==> src/rtl/snn_spike_fire_unit_if.sv <==
// Bundles the psum input stream and the spike-record output stream of the fire unit.
// A transfer on either stream happens at a rising clk edge where valid && ready are both 1.
interface snn_spike_fire_unit_if #(
    parameter int PSUM_WIDTH = 8,
    parameter int NUM_NEURON = 3,
    parameter int NUM_TS     = 2
);
    localparam int IDX_W = (NUM_NEURON > 1) ? $clog2(NUM_NEURON) : 1;
    localparam int TS_W  = (NUM_TS > 1) ? $clog2(NUM_TS) : 1;

    logic                         psum_valid;
    logic                         psum_ready;
    logic signed [PSUM_WIDTH-1:0] psum_data;
    logic                         out_valid;
    logic                         out_ready;
    logic                         out_spike;
    logic [IDX_W-1:0]             out_idx;
    logic [TS_W-1:0]              out_ts;
    logic                         out_last;

    modport master (
        output psum_valid, psum_data, out_ready,
        input  psum_ready, out_valid, out_spike, out_idx, out_ts, out_last
    );

    modport slave (
        input  psum_valid, psum_data, out_ready,
        output psum_ready, out_valid, out_spike, out_idx, out_ts, out_last
    );
endinterface

==> src/rtl/snn_spike_fire_unit.sv <==
// Integrate-and-fire output stage: sums NUM_ROWS psums per neuron per timestep into a
// saturating membrane potential and emits one spike record per neuron per timestep.
module snn_spike_fire_unit #(
    parameter int PSUM_WIDTH = 8,
    parameter int POT_WIDTH  = 12,
    parameter int NUM_ROWS   = 3,
    parameter int NUM_NEURON = 3,
    parameter int NUM_TS     = 2,
    parameter int THRESH     = 64
) (
    input  logic                  clk,
    input  logic                  reset,
    input  logic                  start,
    output logic                  done,
    output logic [1:0]            dbg_state_o,
    snn_spike_fire_unit_if.slave  bus
);
    localparam int IDX_W = (NUM_NEURON > 1) ? $clog2(NUM_NEURON) : 1;
    localparam int TS_W  = (NUM_TS > 1) ? $clog2(NUM_TS) : 1;
    localparam int CNT_W = $clog2(NUM_ROWS + 1);
    localparam int EXT_W = POT_WIDTH - PSUM_WIDTH;

    localparam logic signed [POT_WIDTH-1:0] POT_MIN  = {1'b1, {(POT_WIDTH-1){1'b0}}};
    localparam logic signed [POT_WIDTH-1:0] POT_MAX  = {1'b0, {(POT_WIDTH-1){1'b1}}};
    localparam logic signed [POT_WIDTH-1:0] THRESH_P = THRESH[POT_WIDTH-1:0];
    localparam logic [CNT_W-1:0]            CNT_LAST = CNT_W'(NUM_ROWS - 1);
    localparam logic [IDX_W-1:0]            IDX_LAST = IDX_W'(NUM_NEURON - 1);
    localparam logic [TS_W-1:0]             TS_LAST  = TS_W'(NUM_TS - 1);

    typedef enum logic [1:0] {
        S_IDLE   = 2'd0,
        S_ACC    = 2'd1,
        S_UPDATE = 2'd2,
        S_OUT    = 2'd3
    } state_t;

    state_t                       state_q, state_d;
    logic signed [POT_WIDTH-1:0]  row_sum_q, row_sum_d;
    logic [CNT_W-1:0]             row_cnt_q, row_cnt_d;
    logic [IDX_W-1:0]             idx_q, idx_d;
    logic [TS_W-1:0]              ts_q, ts_d;
    logic signed [POT_WIDTH-1:0]  pot_q [NUM_NEURON];
    logic signed [POT_WIDTH-1:0]  pot_d [NUM_NEURON];
    logic                         spike_q, spike_d;
    logic                         done_q, done_d;

    logic signed [POT_WIDTH-1:0]  psum_ext;
    logic signed [POT_WIDTH-1:0]  upd_v;
    logic                         is_last;

    // Signed add clamped to the potential range instead of wrapping.
    function automatic logic signed [POT_WIDTH-1:0] sat_add(
        input logic signed [POT_WIDTH-1:0] a,
        input logic signed [POT_WIDTH-1:0] b
    );
        logic [POT_WIDTH:0] s;
        s = {a[POT_WIDTH-1], a} + {b[POT_WIDTH-1], b};
        if (s[POT_WIDTH] != s[POT_WIDTH-1]) begin
            return s[POT_WIDTH] ? POT_MIN : POT_MAX;
        end
        return s[POT_WIDTH-1:0];
    endfunction

    assign psum_ext = {{EXT_W{bus.psum_data[PSUM_WIDTH-1]}}, bus.psum_data};
    assign is_last  = (idx_q == IDX_LAST) && (ts_q == TS_LAST);

    assign bus.psum_ready = (state_q == S_ACC);
    assign bus.out_valid  = (state_q == S_OUT);
    assign bus.out_spike  = spike_q;
    assign bus.out_idx    = idx_q;
    assign bus.out_ts     = ts_q;
    assign bus.out_last   = (state_q == S_OUT) && is_last;
    assign done           = done_q;
    assign dbg_state_o    = state_q;

    always_comb begin
        state_d   = state_q;
        row_sum_d = row_sum_q;
        row_cnt_d = row_cnt_q;
        idx_d     = idx_q;
        ts_d      = ts_q;
        spike_d   = spike_q;
        done_d    = 1'b0;
        pot_d     = pot_q;
        upd_v     = sat_add(pot_q[idx_q], row_sum_q);

        case (state_q)
            S_IDLE: begin
                // A start landing in the done cycle belongs to the finished run, so drop it.
                if (start && !done_q) begin
                    for (int i = 0; i < NUM_NEURON; i++) pot_d[i] = '0;
                    row_sum_d = '0;
                    row_cnt_d = '0;
                    idx_d     = '0;
                    ts_d      = '0;
                    spike_d   = 1'b0;
                    state_d   = S_ACC;
                end
            end
            S_ACC: begin
                if (bus.psum_valid) begin
                    row_sum_d = sat_add(row_sum_q, psum_ext);
                    row_cnt_d = row_cnt_q + 1'b1;
                    if (row_cnt_q == CNT_LAST) state_d = S_UPDATE;
                end
            end
            S_UPDATE: begin
                if (upd_v >= THRESH_P) begin
                    spike_d       = 1'b1;
                    pot_d[idx_q]  = '0;
                end else begin
                    spike_d       = 1'b0;
                    pot_d[idx_q]  = upd_v;
                end
                row_sum_d = '0;
                row_cnt_d = '0;
                state_d   = S_OUT;
            end
            S_OUT: begin
                if (bus.out_ready) begin
                    if (is_last) begin
                        done_d  = 1'b1;
                        state_d = S_IDLE;
                    end else begin
                        if (idx_q == IDX_LAST) begin
                            idx_d = '0;
                            ts_d  = ts_q + 1'b1;
                        end else begin
                            idx_d = idx_q + 1'b1;
                        end
                        state_d = S_ACC;
                    end
                end
            end
            default: state_d = S_IDLE;
        endcase
    end

    always_ff @(posedge clk) begin
        if (reset) begin
            state_q   <= S_IDLE;
            row_sum_q <= '0;
            row_cnt_q <= '0;
            idx_q     <= '0;
            ts_q      <= '0;
            spike_q   <= 1'b0;
            done_q    <= 1'b0;
            for (int i = 0; i < NUM_NEURON; i++) pot_q[i] <= '0;
        end else begin
            state_q   <= state_d;
            row_sum_q <= row_sum_d;
            row_cnt_q <= row_cnt_d;
            idx_q     <= idx_d;
            ts_q      <= ts_d;
            spike_q   <= spike_d;
            done_q    <= done_d;
            pot_q     <= pot_d;
        end
    end
endmodule

==> src/flat_wrapper.sv <==
// flat-port wrapper written by rule: the top's interface ports become plain ports
module snn_spike_fire_unit_flat 
#(
    parameter int PSUM_WIDTH = 8,
    parameter int POT_WIDTH  = 12,
    parameter int NUM_ROWS   = 3,
    parameter int NUM_NEURON = 3,
    parameter int NUM_TS     = 2,
    parameter int THRESH     = 64
)
  (clk, reset, start, done, dbg_state_o, bus_psum_valid, bus_psum_data, bus_out_ready, bus_psum_ready, bus_out_valid, bus_out_spike, bus_out_idx, bus_out_ts, bus_out_last);
  snn_spike_fire_unit_if #(.PSUM_WIDTH(PSUM_WIDTH), .NUM_NEURON(NUM_NEURON), .NUM_TS(NUM_TS)) bus_i ();
  input  logic clk;
  input  logic reset;
  input  logic start;
  output logic done;
  output logic [1:0] dbg_state_o;
  input wire logic [$bits(bus_i.psum_valid)-1:0] bus_psum_valid;
  input wire logic [$bits(bus_i.psum_data)-1:0] bus_psum_data;
  input wire logic [$bits(bus_i.out_ready)-1:0] bus_out_ready;
  output wire logic [$bits(bus_i.psum_ready)-1:0] bus_psum_ready;
  output wire logic [$bits(bus_i.out_valid)-1:0] bus_out_valid;
  output wire logic [$bits(bus_i.out_spike)-1:0] bus_out_spike;
  output wire logic [$bits(bus_i.out_idx)-1:0] bus_out_idx;
  output wire logic [$bits(bus_i.out_ts)-1:0] bus_out_ts;
  output wire logic [$bits(bus_i.out_last)-1:0] bus_out_last;
  assign bus_i.psum_valid = bus_psum_valid;
  assign bus_i.psum_data = bus_psum_data;
  assign bus_i.out_ready = bus_out_ready;
  assign bus_psum_ready = bus_i.psum_ready;
  assign bus_out_valid = bus_i.out_valid;
  assign bus_out_spike = bus_i.out_spike;
  assign bus_out_idx = bus_i.out_idx;
  assign bus_out_ts = bus_i.out_ts;
  assign bus_out_last = bus_i.out_last;
  snn_spike_fire_unit #(.PSUM_WIDTH(PSUM_WIDTH), .POT_WIDTH(POT_WIDTH), .NUM_ROWS(NUM_ROWS), .NUM_NEURON(NUM_NEURON), .NUM_TS(NUM_TS), .THRESH(THRESH)) u_core (.clk(clk), .reset(reset), .start(start), .done(done), .dbg_state_o(dbg_state_o), .bus(bus_i));
endmodule
==> config.mk <==
export PLATFORM = sky130hd
export DESIGN_NAME = snn_spike_fire_unit_flat
export DESIGN_NICKNAME = d
export VERILOG_FILES = /design/src/rtl/snn_spike_fire_unit_if.sv /design/src/rtl/snn_spike_fire_unit.sv /design/src/flat_wrapper.sv
export SDC_FILE = /design/constraint.sdc
export NUM_CORES = 1
export LEC_CHECK = 0
export ABC_CLOCK_PERIOD_IN_PS = 7300
export CAP_MARGIN = 20
export CORE_UTILIZATION = 30
export CTS_CLUSTER_DIAMETER = 50
export DETAILED_ROUTE_END_ITERATION = 12
export GPL_TIMING_DRIVEN = 0
export PLACE_DENSITY_LB_ADDON = 0.2
export SYNTH_ARGS = -nofsm -noshare
export SYNTH_HDL_FRONTEND = slang
export SYNTH_SLANG_ARGS = --single-unit
==> constraint.sdc <==
create_clock -name clk -period 7.3 [get_ports clk]
set_clock_uncertainty 0.05 [all_clocks]
set_input_delay 1.095 -clock clk [delete_from_list [all_inputs] [get_ports clk]]
set_output_delay 1.095 -clock clk [all_outputs]
set_load 0.01 [all_outputs]
* Yosys cells after proc, flatten, opt, wreduce, memory -nomap -nowiden *
Index checks and enable logic that the tools add are counted.

storage, ports and cells
  logic and storage cells = 94
  bits in registers = 57
  bits of input ports = 13
  output and inout bits = 10

operators by class
  mux-type cells = 43
  equal/unequal tests = 13
  reductions and logical operators = 15
  magnitude comparators = 3
  bitwise gates (word level) = 5
  add/subtract/negate cells = 5

operators by type and width
  operator             number
  $mux 12              11
  $mux 36              2
  $pmux 36 s2          1
  $and 36x36->36       1
  $bwmux 36            1
  $not 36->36          1
  $pmux 12 s3          1
  $bmux 12 s2          1
  $demux 12 s2         1
  $mux 2               9
  $add 12x12->13       1
  $add 12x8->13        1
  $ge 12x8->1 const B  1
  $mux 1               11
  $eq 2x2->1 const B   4
  $pmux 2 s4           1
  $reduce_and 4->1     2
  $ne 2x1->1 const B   3
  $ne 2x2->1 const B   3
  $pmux 2 s3           1
  $reduce_and 5->1     1
  $add 2x1->2 const B  2
  $logic_and 1x1->1    4
  $pmux 1 s2           2
  other kinds (15)     18

* Longest topological paths before layout *
  word-level depth = 11
  gate-level depth with buffers = 20
  mapped depth without buffers = 19

* Least setup slack after synthesis *
Ideal clock, no wire load.

  path kind = register to register
  start = reg u_core.idx_q[1], in the netlist u_core.bus.out_idx[1]
  end = reg u_core.pot_q[14] in the netlist's numbering
  cell stages (with the launch flop) = 20
  buffers on the path = 3
  required time = 7.181 ns
  period minus slack after synthesis = 5.153 ns
  library setup time = 0.069 ns
  path slack = 2.147 ns
  arrival time = 5.034 ns
  cells stage by stage = dfxtp_1 -> buf_1 -> clkbuf_1 -> mux2i_1 -> o22ai_1 -> ha_1 -> or3_1 -> a41oi_1 -> a21oi_1 -> o21a_1 -> o21ai_0 -> nand2b_1 -> xor2_1 -> ha_1 -> clkbuf_1 -> a2111oi_1 -> a311oi_2 -> or4_4 -> a211o_4 -> o21ai_1

between the ends
  word-level cells in the longest chain between the ends = 11
  elaborated cells between the ends (all ways) = 21
  those cells by class = add/sub: 1; order compare: 3; eq/ne: 1; mux: 12; bitwise: 3; reduce/logical: 1

ends and longest elaborated chain
  element                                     line                                                                               source
  from (decl)                                 snn_spike_fire_unit.sv:40                                                          logic [IDX_W-1:0] idx_q, idx_d;
  from (signal assigned)                      snn_spike_fire_unit.sv:153                                                         idx_q <= idx_d;
  $not 2->3 (not written as such) (*)         snn_spike_fire_unit.sv:85, snn_spike_fire_unit.sv:110, snn_spike_fire_unit.sv:113
  $bmux 12 s2                                 snn_spike_fire_unit.sv:85                                                          upd_v = sat_add(pot_q[idx_q], row_sum_q);
  $mux 12 (not written as such) (2 in a row)  snn_spike_fire_unit.sv:85
  $add 12x12->13                              snn_spike_fire_unit.sv:57                                                          s = {a[POT_WIDTH-1], a} + {b[POT_WIDTH-1], b};
  $mux 12 or $ne 1x1->1 (tied branches)       snn_spike_fire_unit.sv:59, snn_spike_fire_unit.sv:58
  $mux 12 or $mux 1 (tied branches)           snn_spike_fire_unit.sv:58                                                          if (s[POT_WIDTH] != s[POT_WIDTH-1]) begin
  $mux 12                                     snn_spike_fire_unit.sv:61                                                          return s[POT_WIDTH-1:0];
  $ge 12x8->1 or $bwmux 36 (tied branches)    snn_spike_fire_unit.sv:108, snn_spike_fire_unit.sv:113
  $mux 36 (*)                                 snn_spike_fire_unit.sv:108                                                         if (upd_v >= THRESH_P) begin
  $pmux 36 s2 (*)                             snn_spike_fire_unit.sv:87                                                          case (state_q)
  to (signal assigned)                        snn_spike_fire_unit.sv:157                                                         pot_q <= pot_d;
  to (decl)                                   snn_spike_fire_unit.sv:42                                                          logic signed [POT_WIDTH-1:0] pot_q [NUM_NEURON];

Every way passes the cells marked *; elsewhere a longest branch is shown, timed or not. The select of a mux whose other input is x is not followed.
A chain may end at the register's enable or synchronous reset.

* Worst setup path after layout *
  start = reg u_core.idx_q[1], in the netlist u_core.bus.out_idx[1]
  end = reg u_core.pot_q[24] in the netlist's numbering

The elaborated chain is that of the path after synthesis.

==> impl_metrics.json <==
{
  "postCtsSetupRepairBufs": 0,
  "postPlaceCellArea_um2": 4210,
  "syn_area_per_cell_um2": 8.27,
  "cp-start-kind": "flip-flop",
  "drc_errors": 0,
  "ys_ff_latch": 57,
  "area_growth_pct": 20.0,
  "cts_buffers": 9,
  "final_nets": 536,
  "p_leak_nw": 1.83,
  "vias_per_cell": 5.11,
  "die_w_um": 114,
  "cp_max_fo": 10,
  "grt_pass1_vias": 3144,
  "period_needed_ns": 6.17,
  "hold_viol_final": 0,
  "final_area_um2": 4540,
  "ioPinCount": 23,
  "coreArea_um2": 12200,
  "clk_latency_ns": 0.33,
  "period_share_pct": 84.5,
  "max_freq_mhz": 162,
  "cts_resized": 0,
  "routedWlPerCell_um": 14.3,
  "grt-ovfl-total": 0,
  "yosys-top-cells-area": "dfxtp_1, ha_1, nand2_1",
  "seqCellArea_um2": 1140,
  "rsz0062_at_grt": "no",
  "synth.distinct_cells": 64,
  "row_count": 40,
  "hp-class": "flip-flop to flip-flop",
  "max-vdd-ir-drop_mv": 0.120,
  "cts_sinks": 57,
  "power_density_nw_per_um2": 296,
  "clkTransAtPathRegs_ns": 0.06,
  "max-slew-margin-rel_pct": 47.0,
  "place_congestion": 0.788,
  "htreeDepth": 3,
  "max-cap-violations": 0,
  "drive_above_1_share_pct": 6.67,
  "synth_top_flop_cell": "dfxtp_1",
  "multi_input_area_um2": 2520,
  "async_flop_share_pct": 0,
  "vias": 3386,
  "status": "completed",
  "synth_top_area_share_pct": 30.2,
  "clockRootBuffer": "clkbuf_16",
  "grt_use_total_pct": 15.6,
  "dp_hpwl_um": 7520,
  "syn_inst": 457,
  "grt_pass1_wl_um": 15800,
  "post-route-util_pct": 37.3,
  "critPathKind": "flip-flop to flip-flop",
  "synth_edf_count": 0,
  "finalSetupViolations": 0,
  "die_area_um2": 13000,
  "cp_data_arrival_time_ns": 6.39,
  "syn_nets": 503,
  "hold_ws_ns": 0.398,
  "yosys.area.top_type": "dfxtp_1",
  "critPathRequiredTime_ns": 7.52,
  "grt_max_degree": 13,
  "diodes": 0,
  "wirelength_um": 9510,
  "cp-end-kind": "flip-flop",
  "tns_ns": 0,
  "firstDrtPassIters": 4,
  "start_util_pct": 31.1,
  "antenna_found_initial": 0,
  "synth_area_um2": 3780,
  "place.port_buffers": 22,
  "cts_tree": "done",
  "ant_nets": 0,
  "cts.path.max_buffers": 2,
  "fill_cells": 1258,
  "worstMarginPinSlew_ns": 0.795,
  "drtIter0Drc": 158,
  "cts_hold_buffers": 0,
  "ys_warn_count": 0,
  "ys_seq_area_share_pct": 30.2,
  "slew_violations": 0,
  "die_h_um": 114
}
## worst paths after layout
path                      end  cells after the start                  start  slack, ns
max          u_core.pot_q[24]                     19  u_core.bus.out_idx[1]       1.13
min          u_core.pot_q[32]                      2       u_core.pot_q[32]       0.40
max reg2reg  u_core.pot_q[24]                     19  u_core.bus.out_idx[1]       1.13
min reg2reg  u_core.pot_q[32]                      2       u_core.pot_q[32]       0.40
## power by group
group          total (W)  internal, W  switching [W]
sequential      0.000364     0.000339      0.0000251
combinational   0.000516     0.000192       0.000324
clock           0.000462     0.000301       0.000161
## area by class of cell
| class | instances | share of cell area, % |
|---|---|---|
| Inverter | 14 | 1.16 |
| Timing Repair Buffer | 22 | 4.86 |
| Sequential cell | 57 | 25.2 |
| Clock inverter | 7 | 2.23 |
| Clock buffer | 9 | 4.97 |
| Tap cell | 168 | 4.63 |
| Buffer | 17 | 1.49 |
| Multi-Input combinational cell | 369 | 55.5 |
## cell usage in the layout, fill, tap and decap left out, drive strengths merged, types with 2 or more instances in the layout
cell type,Yosys,layout
nand2,70,70
dfxtp,57,57
o21ai,45,45
nor2,33,33
ha,31,31
clkdlybuf4s50,0,22
clkbuf,13,22
a21oi,19,19
inv,14,16
mux2i,15,15
a22o,13,13
nand2b,12,12
o21a,10,10
xnor2,10,10
a211oi,10,10
a21o,9,9
nor3,9,9
o22ai,7,7
xor2,7,7
nor2b,6,6
o211ai,5,5
a31oi,5,5
a221oi,4,4
buf,4,4
a211o,4,4
and3,4,4
or3,3,3
a32o,3,3
nand3b,3,3
a21boi,3,3
and4,2,2
o31ai,2,2
nand3,2,2
o21bai,2,2
fa,2,2
clkinvlp,0,2
bufinv,0,2
o41ai,2,2
a311oi,2,2
## sequential cells by signal, indices dropped and copies added, names as in the netlist
register	cells
u_core.done	1
u_core.row_cnt_q	2
u_core.row_sum_q	12
u_core.bus.out_idx	2
u_core.bus.out_spike	1
u_core.bus.out_ts	1
u_core.dbg_state_o	2
u_core.pot_q	36
## synth_stat cells (2+ instances only)
| master | n |
|---|---|
| inv_1 | 13 |
| o211ai_1 | 4 |
| a21o_1 | 9 |
| nor3_1 | 9 |
| xnor2_1 | 10 |
| a32o_1 | 3 |
| ha_1 | 31 |
| o21ai_2 | 2 |
| dfxtp_1 | 57 |
| mux2i_1 | 15 |
| a221oi_1 | 4 |
| fa_1 | 2 |
| nand3b_1 | 3 |
| o21bai_1 | 2 |
| or3_1 | 3 |
| a211o_1 | 3 |
| a21oi_1 | 18 |
| a21boi_0 | 2 |
| a211oi_1 | 6 |
| o21ai_0 | 21 |
| a22o_1 | 13 |
| and4_1 | 2 |
| nor2b_1 | 6 |
| clkbuf_1 | 13 |
| o31ai_1 | 2 |
| a211oi_2 | 4 |
| a31oi_1 | 4 |
| nand2_1 | 70 |
| xor2_1 | 7 |
| o21ai_1 | 22 |
| nand3_1 | 2 |
| o21a_1 | 10 |
| nor2_1 | 33 |
| o22ai_1 | 7 |
| nand2b_1 | 12 |
| buf_1 | 3 |
| and3_1 | 3 |
## critical path, stage by stage (launching register included)
cell	delay, ns
dfxtp_1	0.40
buf_1	0.63
clkbuf_1	0.56
mux2i_1	0.26
o22ai_1	0.17
ha_1	0.29
or3_1	0.39
a41oi_1	0.31
a21oi_1	0.12
o21a_1	0.19
o21ai_0	0.14
nand2b_1	0.11
xor2_1	0.16
ha_1	0.30
clkbuf_1	0.24
a2111oi_1	0.49
a311oi_2	0.15
or4_4	0.54
a211oi_2	0.41
a22o_1	0.18
## metrics by stage
stage	cells	power, W	setup WS [ns]
after global routing	663	0.00143	0.663
after CTS	663	0.00135	1.18
after floorplan	457	0.000739	2.15
final	663	0.00134	1.13
after detailed placement	647	0.000885	1.20
after global placement	647	0.000878	1.20
## layer usage
layer	up-vias	GRT usage [%]	wire length, µm
li1	1740	-	-
met1	1576	20.5	4630
met2	58	25.6	4340
met3	12	2.49	394
met4	0	6.32	146
met5	-	0	0
## kinds of logic (layout without fill, tap and decap cells)
family	count (synthesis)	after routing	share of synthesized area (%)
AO/OA/AOI/OAI	153	153	28.8
XOR/XNOR	17	17	3.94
adder cells (fa/ha/maj)	33	33	11.3
buffers and inverters	31	69	3.18
flip-flops	57	57	30.2
multiplexers	16	16	4.27
AND/OR/NAND/NOR	150	150	18.2
Note: power is estimated with default switching activity, not from simulation.
